--- config.mk ---
export PLATFORM = sky130hd
export DESIGN_NAME = conv_mode_ctrl
export DESIGN_NICKNAME = d
export VERILOG_FILES = /design/src/rtl/conv_mode_ctrl.sv
export SDC_FILE = /design/constraint.sdc
export NUM_CORES = 1
export LEC_CHECK = 0
export ABC_AREA = 1
export ABC_CLOCK_PERIOD_IN_PS = 1450
export CORE_ASPECT_RATIO = 1.1
export CORE_MARGIN = 2
export CORE_UTILIZATION = 47
export DETAILED_ROUTE_END_ITERATION = 6
export DONT_BUFFER_PORTS = 1
export GPL_ROUTABILITY_DRIVEN = 1
export PLACE_DENSITY = 0.66
export SLEW_MARGIN = 20
export SYNTH_ARGS = -nofsm -noshare
export SYNTH_HDL_FRONTEND = slang
export SYNTH_SLANG_ARGS = --single-unit
--- constraint.sdc ---
create_clock -name iCLK -period 1.45 [get_ports iCLK]
set_clock_uncertainty 0.05 [all_clocks]
set_input_delay 0.29 -clock iCLK [delete_from_list [all_inputs] [get_ports iCLK]]
set_output_delay 0.29 -clock iCLK [all_outputs]
set_load 0.05 [all_outputs]
--- src/rtl/conv_mode_ctrl.sv ---
// -----------------------------------------------------------------------------
// conv_mode_ctrl
//
// Run-time mode sequencer for the camera convolution datapath. Picks between
// passthrough (0), vertical-edge (1) and horizontal-edge (2) filtering. Mode
// requests may arrive at any time. They are held in a pending register and
// applied only on the cycle after start-of-frame, so a frame never mixes
// modes. Switching into a filter mode pulses a line-buffer flush. It then masks
// the datapath output valid until PRIME_LINES complete lines have refilled
// the 3x3 window.
//
// Ports
//   iCLK, iRST        clock, asynchronous active-low reset
//   iX_Cont, iY_Cont  column / row of the current pixel beat
//   iDVAL             pixel valid
//   iMODE_REQ         requested mode (3 is reserved and always rejected)
//   iMODE_VALID       single-cycle request strobe
//   oMODE             active mode, output mux select
//   oCONV_EN          high while a filter mode is active
//   oFLUSH            one-cycle line-buffer clear pulse
//   oOUT_EN           gate for the datapath output valid
//   oBUSY             high while a request is pending or the window is priming
//   oREQ_REJ          one-cycle pulse for a rejected request
//   oFRAME_CNT        frames started since reset (wraps)
// -----------------------------------------------------------------------------
module conv_mode_ctrl #(
    parameter int H_ACTIVE    = 640,
    parameter int PRIME_LINES = 2,
    parameter int FCNT_W      = 16
) (
    input  logic              iCLK,
    input  logic              iRST,
    input  logic [10:0]       iX_Cont,
    input  logic [10:0]       iY_Cont,
    input  logic              iDVAL,
    input  logic [1:0]        iMODE_REQ,
    input  logic              iMODE_VALID,
    output logic [1:0]        oMODE,
    output logic              oCONV_EN,
    output logic              oFLUSH,
    output logic              oOUT_EN,
    output logic              oBUSY,
    output logic              oREQ_REJ,
    output logic [FCNT_W-1:0] oFRAME_CNT
);

    // Enough bits to hold PRIME_LINES-1. The terminal count is detected one
    // eol early, so PRIME_LINES itself is never stored.
    localparam int LC_W = (PRIME_LINES > 1) ? $clog2(PRIME_LINES + 1) : 1;

    localparam logic [1:0] MODE_PASS = 2'd0;
    localparam logic [1:0] MODE_RSVD = 2'd3;

    typedef enum logic [1:0] {
        S_RUN   = 2'd0,
        S_ARMED = 2'd1,
        S_PRIME = 2'd2
    } state_t;

    state_t             state_q, state_d;
    logic [1:0]         pending_q, pending_d;
    logic [1:0]         mode_q, mode_d;
    logic               flush_q, flush_d;
    logic               out_en_q, out_en_d;
    logic               rej_q, rej_d;
    logic [LC_W-1:0]    line_cnt_q, line_cnt_d;
    logic               conv_en_q;
    logic               busy_q;
    logic [FCNT_W-1:0]  fcnt_q;

    logic sof;
    logic eol;
    logic req_rsvd;

    assign sof      = iDVAL && (iX_Cont == 11'd0) && (iY_Cont == 11'd0);
    assign eol      = iDVAL && (iX_Cont == 11'(H_ACTIVE - 1));
    assign req_rsvd = (iMODE_REQ == MODE_RSVD);

    // -------------------------------------------------------------------------
    // Next-state and next-output logic
    // -------------------------------------------------------------------------
    // NOTE: every signal written here gets a default first. Otherwise a path
    // that leaves a signal unassigned would infer a latch.
    always_comb begin
        state_d    = state_q;
        pending_d  = pending_q;
        mode_d     = mode_q;
        flush_d    = 1'b0;
        out_en_d   = out_en_q;
        rej_d      = 1'b0;
        line_cnt_d = line_cnt_q;

        unique case (state_q)
            S_RUN: begin
                // A request equal to the live mode is dropped silently. A
                // request that coincides with sof is still only armed here. It
                // takes effect at the following sof.
                if (iMODE_VALID) begin
                    if (req_rsvd) begin
                        rej_d = 1'b1;
                    end else if (iMODE_REQ != mode_q) begin
                        pending_d = iMODE_REQ;
                        state_d   = S_ARMED;
                    end
                end
            end

            S_ARMED: begin
                if (sof) begin
                    // The older pending mode wins over a request that arrives
                    // in the same cycle as sof.
                    if (iMODE_VALID) begin
                        rej_d = 1'b1;
                    end
                    if (pending_q == mode_q) begin
                        state_d = S_RUN;
                    end else begin
                        mode_d  = pending_q;
                        flush_d = 1'b1;
                        if (pending_q == MODE_PASS) begin
                            state_d  = S_RUN;
                            out_en_d = 1'b1;
                        end else begin
                            state_d    = S_PRIME;
                            out_en_d   = 1'b0;
                            line_cnt_d = '0;
                        end
                    end
                end else if (iMODE_VALID) begin
                    // Last request wins, even one that matches the live mode.
                    if (req_rsvd) begin
                        rej_d = 1'b1;
                    end else begin
                        pending_d = iMODE_REQ;
                    end
                end
            end

            S_PRIME: begin
                if (iMODE_VALID) begin
                    rej_d = 1'b1;
                end
                // A short frame restarts priming without another flush.
                if (sof) begin
                    line_cnt_d = '0;
                end else if (eol) begin
                    if (line_cnt_q == LC_W'(PRIME_LINES - 1)) begin
                        out_en_d   = 1'b1;
                        state_d    = S_RUN;
                        line_cnt_d = '0;
                    end else begin
                        line_cnt_d = line_cnt_q + LC_W'(1);
                    end
                end
            end

            default: begin
                state_d = S_RUN;
            end
        endcase
    end

    // -------------------------------------------------------------------------
    // Registers. Every output comes straight from a flop.
    // -------------------------------------------------------------------------
    // NOTE: sequential state uses non-blocking assignments only. All flops
    // then sample the pre-edge values together, whatever the statement order.
    always_ff @(posedge iCLK or negedge iRST) begin
        if (!iRST) begin
            state_q    <= S_RUN;
            pending_q  <= MODE_PASS;
            mode_q     <= MODE_PASS;
            flush_q    <= 1'b0;
            out_en_q   <= 1'b1;
            rej_q      <= 1'b0;
            line_cnt_q <= '0;
            conv_en_q  <= 1'b0;
            busy_q     <= 1'b0;
            fcnt_q     <= '0;
        end else begin
            state_q    <= state_d;
            pending_q  <= pending_d;
            mode_q     <= mode_d;
            flush_q    <= flush_d;
            out_en_q   <= out_en_d;
            rej_q      <= rej_d;
            line_cnt_q <= line_cnt_d;
            conv_en_q  <= (mode_d != MODE_PASS);
            busy_q     <= (state_d != S_RUN);
            if (sof) begin
                fcnt_q <= fcnt_q + FCNT_W'(1);
            end
        end
    end

    assign oMODE      = mode_q;
    assign oCONV_EN   = conv_en_q;
    assign oFLUSH     = flush_q;
    assign oOUT_EN    = out_en_q;
    assign oBUSY      = busy_q;
    assign oREQ_REJ   = rej_q;
    assign oFRAME_CNT = fcnt_q;

endmodule

==> results.txt, run 1 <==
----------------------------------------------------
[Worst setup path]
  Critical path's largest stage delay ... 0.45 ns
  CP arrival ... 1.07 ns
  Crit. End Element ... output port
  Worst-path cell chain ... buf_4 -> buf_6
  Reg-to-Reg Start ... pending_q[1]$_DFFE_PN0P_
  Slowest CP cell ... dfrtp_2
  Startpoint types ... register
  Data required time at the worst endpoint ... 1.11 ns
  Crit. Startpoint ... oFRAME_CNT[1]$_DFFE_PN0P_
  Critical path class ... reg2out
  CP max FO ... 4

[Synth]
  Top-area cell type share of the netlist area ... 41.0%
  Library cells used by synthesis ... 24
  Post-Synthesis Net Count ... 263
  Dominant cells by area after synthesis ... dfrtp_1 (41%), nand2_1 (15%), nor2_1 (7.0%)
  Synth Warn # ... 0
  Fraction of registers with async set/reset ... 100%
  Leading post-synthesis cells by instance count ... nand2_1 (68), nor2_1 (32), inv_1 (31), dfrtp_1 (28), nand3_1 (13)
  Average size of a mapped cell ... 7.30 µm²
  Synthesized instance count ... 234
  Proportion of synthesized chip area in sequential cells ... 42.6%
  Number of register bits inferred by synthesis ... 29
  Main synth FF type ... dfrtp_1
  Summed instance area of the synthesized netlist ... 1710 µm²
  Number of flops mapped to enable cells by yosys ... 0
  Library cell occupying the most area in the post-synthesis netlist ... dfrtp_1
  Most instantiated library cell after synthesis ... nand2_1

[Clock network]
  Number of sinks on the clock net ... 29
  CTS Buf Count ... 5
  Clock slew seen by the registers of the worst setup and hold paths ... 0.09 ns
  Worst skew pair latency ... 0.33 ns
  Maximum buffer depth of the clock tree ... 2
  Deepest level of the CTS H-tree ... 2
  Root buf cell ... clkbuf_4
  CTS tree ... built

[Drt]
  WL per Instance ... 11.5 µm
  DRC violations left ... 0
  Starting DRT DRC Count ... 61
  Via count of the routed design ... 1547
  DR vias/cell ... 4.90
  Number of antenna-violating nets in the routed design ... 0
  Pre-Repair DR Iteration Count ... 4
  Total Wirelength ... 3.65 mm

[STA]
  Final-layout worst hold slack ... 0.0290 ns
  Slew at the pin closest to its max-slew limit ... 0.519 ns
  Post-route fraction of the period consumed by the critical path ... 96.9%
  Pins Over Slew Limit ... 0
  Fin worst setup slack ... 0.0448 ns
  Final number of setup-violating endpoints ... 0
  Max-slew headroom ... 65.4%
  Setup repair after global routing missed its margin ... yes
  Count of endpoints failing hold in the final timing report ... 0
  Max Clk Rate ... 712 MHz
  Setup TNS after final layout ... 0 ns
  Period minus WS final ... 1.41 ns

[Pwr]
  Sum of internal, switching and leakage power ... 1710 µW
  Switching power as a share of total power ... 28.8%
  Sequential share of power ... 55.7%
  Switching Power ... 492 µW
  Internal cell power ... 1220 µW
  Combinational share of power ... 10.9%
  Part of the total power dissipated in the clock network ... 33.4%
  Pwr/cell area ... 808 nW/µm²
  Worst voltage drop across the vdd grid ... 0.670 mV
  Cell leakage power ... 0.00104 µW

[Floorplan]
  Core ar. ... 3410 µm²
  Horizontal extent of the die ... 61.5 µm
  Initial Utilization ... 50.0%
  IO Count ... 51
  Count of standard-cell rows ... 22
  Die outline area ... 4130 µm²
  Die Y ... 67.2 µm

[Placed design]
  Number of port buffers ... 0
  Worst setup slack before clock tree synthesis ... 0.00677 ns
  Standard cell area after detailed placement ... 1980 µm²
  Routability congestion estimate from global placement ... 0.795
  Dpl hpwl ... 2.74 mm

[Hold path]
  Class of the worst hold path ... in2reg
  Worst Hold Launch ... iMODE_VALID

[Global routing]
  Combined global-route utilization of all metal layers ... 19.1%
  Via count of the first global-routing pass ... 1448
  Overflow left after global routing ... 0
  Global-route wire length before repair ... 5.89 mm
  Initial antenna violation count ... 0
  Largest net degree at the start of global routing ... 30

[Layout]
  Final instance area ... 2110 µm²
  Antenna diodes ... 0
  Multi-input gate area ... 895 µm²
  Area used by sequential logic in the layout ... 747 µm²
  Layout net count ... 296
  Fill cell count ... 331
  Area added between synthesis and finish ... 23.8%
  Ratio of cells with drive above 1 in the final layout ... 26.9%

[Run status]
  Status ... completed

[Job]
  Max-cap viol count ... 0

----------------------------------------------------
state kept, by name, summed over array words and instances, names as in the netlist:
register / cells
pending_q: 2
oCONV_EN: 1
oOUT_EN: 1
oMODE: 2
oFRAME_CNT: 16
oFLUSH: 1
state_q: 2
oREQ_REJ: 1
oBUSY: 1
line_cnt_q: 2
layout make-up:
cell class	count	share of cell area [%]
Clock inverter	1	0.237
Tap cell	48	2.84
Sequential cell	29	35.3
Timing Repair Buffer	27	10.5
Clock buffer	7	3.08
Inverter	32	5.74
Multi-Input combinational cell	172	42.3
critical path: cells and delay by family (launching register included):
family | cells | cell delay, ns
DFF | 1 | 0.45
buffers and inverters | 2 | 0.29
kinds of logic (layout without fill, tap and decap cells):
logic type | count (synthesis) | after routing | synth area share [%]
adder cells (fa/ha/maj) | 1 | 1 | 0.732
AND/OR/NAND/NOR | 138 | 138 | 35.8
flip-flops | 29 | 29 | 42.6
XOR/XNOR | 17 | 17 | 8.72
AO/OA/AOI/OAI | 16 | 16 | 4.84
buffers and inverters | 33 | 67 | 7.40
per-stage QoR:
| step | util, % | std cells |
|---|---|---|
| final | 62.0 | 316 |
| after global routing | 62.0 | 316 |
| after CTS | 60.9 | 314 |
| after detailed placement | 58.0 | 304 |
| after global placement | 58.0 | 304 |
| after floorplan | - | 234 |
per-layer routing:
metal  vias to the layer above  GRT usage [%]  wire [µm]  share of wire [%]
met5                         -              0          0                  0
met2                        30           34.6       1860                 51
li1                        796              -          -                  -
met3                         6           5.17        144                3.9
met1                       715           21.7       1600                 44
met4                         0           5.59         43                1.2
layout by cell type (no fill, tap or decap):
cell | synthesis | routed
nor2_4 | 1 | 1
clkbuf_8 | 0 | 2
o21ai_1 | 2 | 2
nor2_1 | 32 | 32
nor2_2 | 5 | 5
xnor2_1 | 6 | 5
buf_12 | 0 | 1
dfrtp_1 | 28 | 12
nor3_1 | 8 | 5
xor2_1 | 11 | 11
nor3_2 | 1 | 4
dfrtp_2 | 0 | 16
nand4_1 | 4 | 4
xnor2_2 | 0 | 1
dfstp_2 | 1 | 1
a21boi_1 | 0 | 1
dlygate4sd3_1 | 0 | 1
nand3_4 | 1 | 1
nand2_1 | 68 | 66
buf_4 | 0 | 24
ha_4 | 0 | 1
inv_1 | 31 | 31
clkbuf_4 | 0 | 5
o21ai_0 | 9 | 9
nand3_1 | 13 | 13
or2_2 | 1 | 1
buf_6 | 0 | 1
a21oi_1 | 4 | 4
nand3_2 | 1 | 1
clkinv_2 | 1 | 2
nand2_2 | 3 | 5
repair_timing:
action / 4_1_cts / 5_1_grt
buffers inserted: 0 / 2
resized for setup: 0 / 6
endpoints found under the hold margin: 29 / 0
hold buffers: 2 / 0
endpoints found under the setup margin: 0 / 5
worst paths after layout:
check                                                  end  slack (ns)  cells after the start
worst max-delay path                         oFRAME_CNT[1]        0.04                      2
worst min-delay path                    oREQ_REJ$_DFF_PN0_        0.03                      2
worst max register to register             oBUSY$_DFF_PN0_        0.10                      7
worst min register to register   oFRAME_CNT[5]$_DFFE_PN0P_        0.46                      1
max in group asynchronous              oOUT_EN$_DFFE_PN1P_        0.77                      2
min in group asynchronous       oFRAME_CNT[14]$_DFFE_PN0P_        0.34                      2
power by group through the flow:
| stage | registers [µW] | clock network (µW) | logic (µW) |
|---|---|---|---|
| 2_1_floorplan | 959 | 0 | 114 |
| 3_3_place_gp | 968 | 0 | 148 |
| 3_5_place_dp | 966 | 0 | 152 |
| 4_1_cts | 951 | 574 | 178 |
| 5_1_grt | 957 | 611 | 217 |
| 6_report | 952 | 570 | 186 |
Note: power is estimated with default switching activity, not from simulation.
==> run 2, diff against run 1 <==
- ABC_CLOCK_PERIOD_IN_PS: 1450 -> default
==> results of run 2 <==
No change in the layout: final DEF, timing and power equal those of run 1.
==> run 3, diff against run 2 <==
- CAP_MARGIN: default -> 30
==> results of run 3 <==
No change in the layout: final DEF, timing and power equal those of run 1.
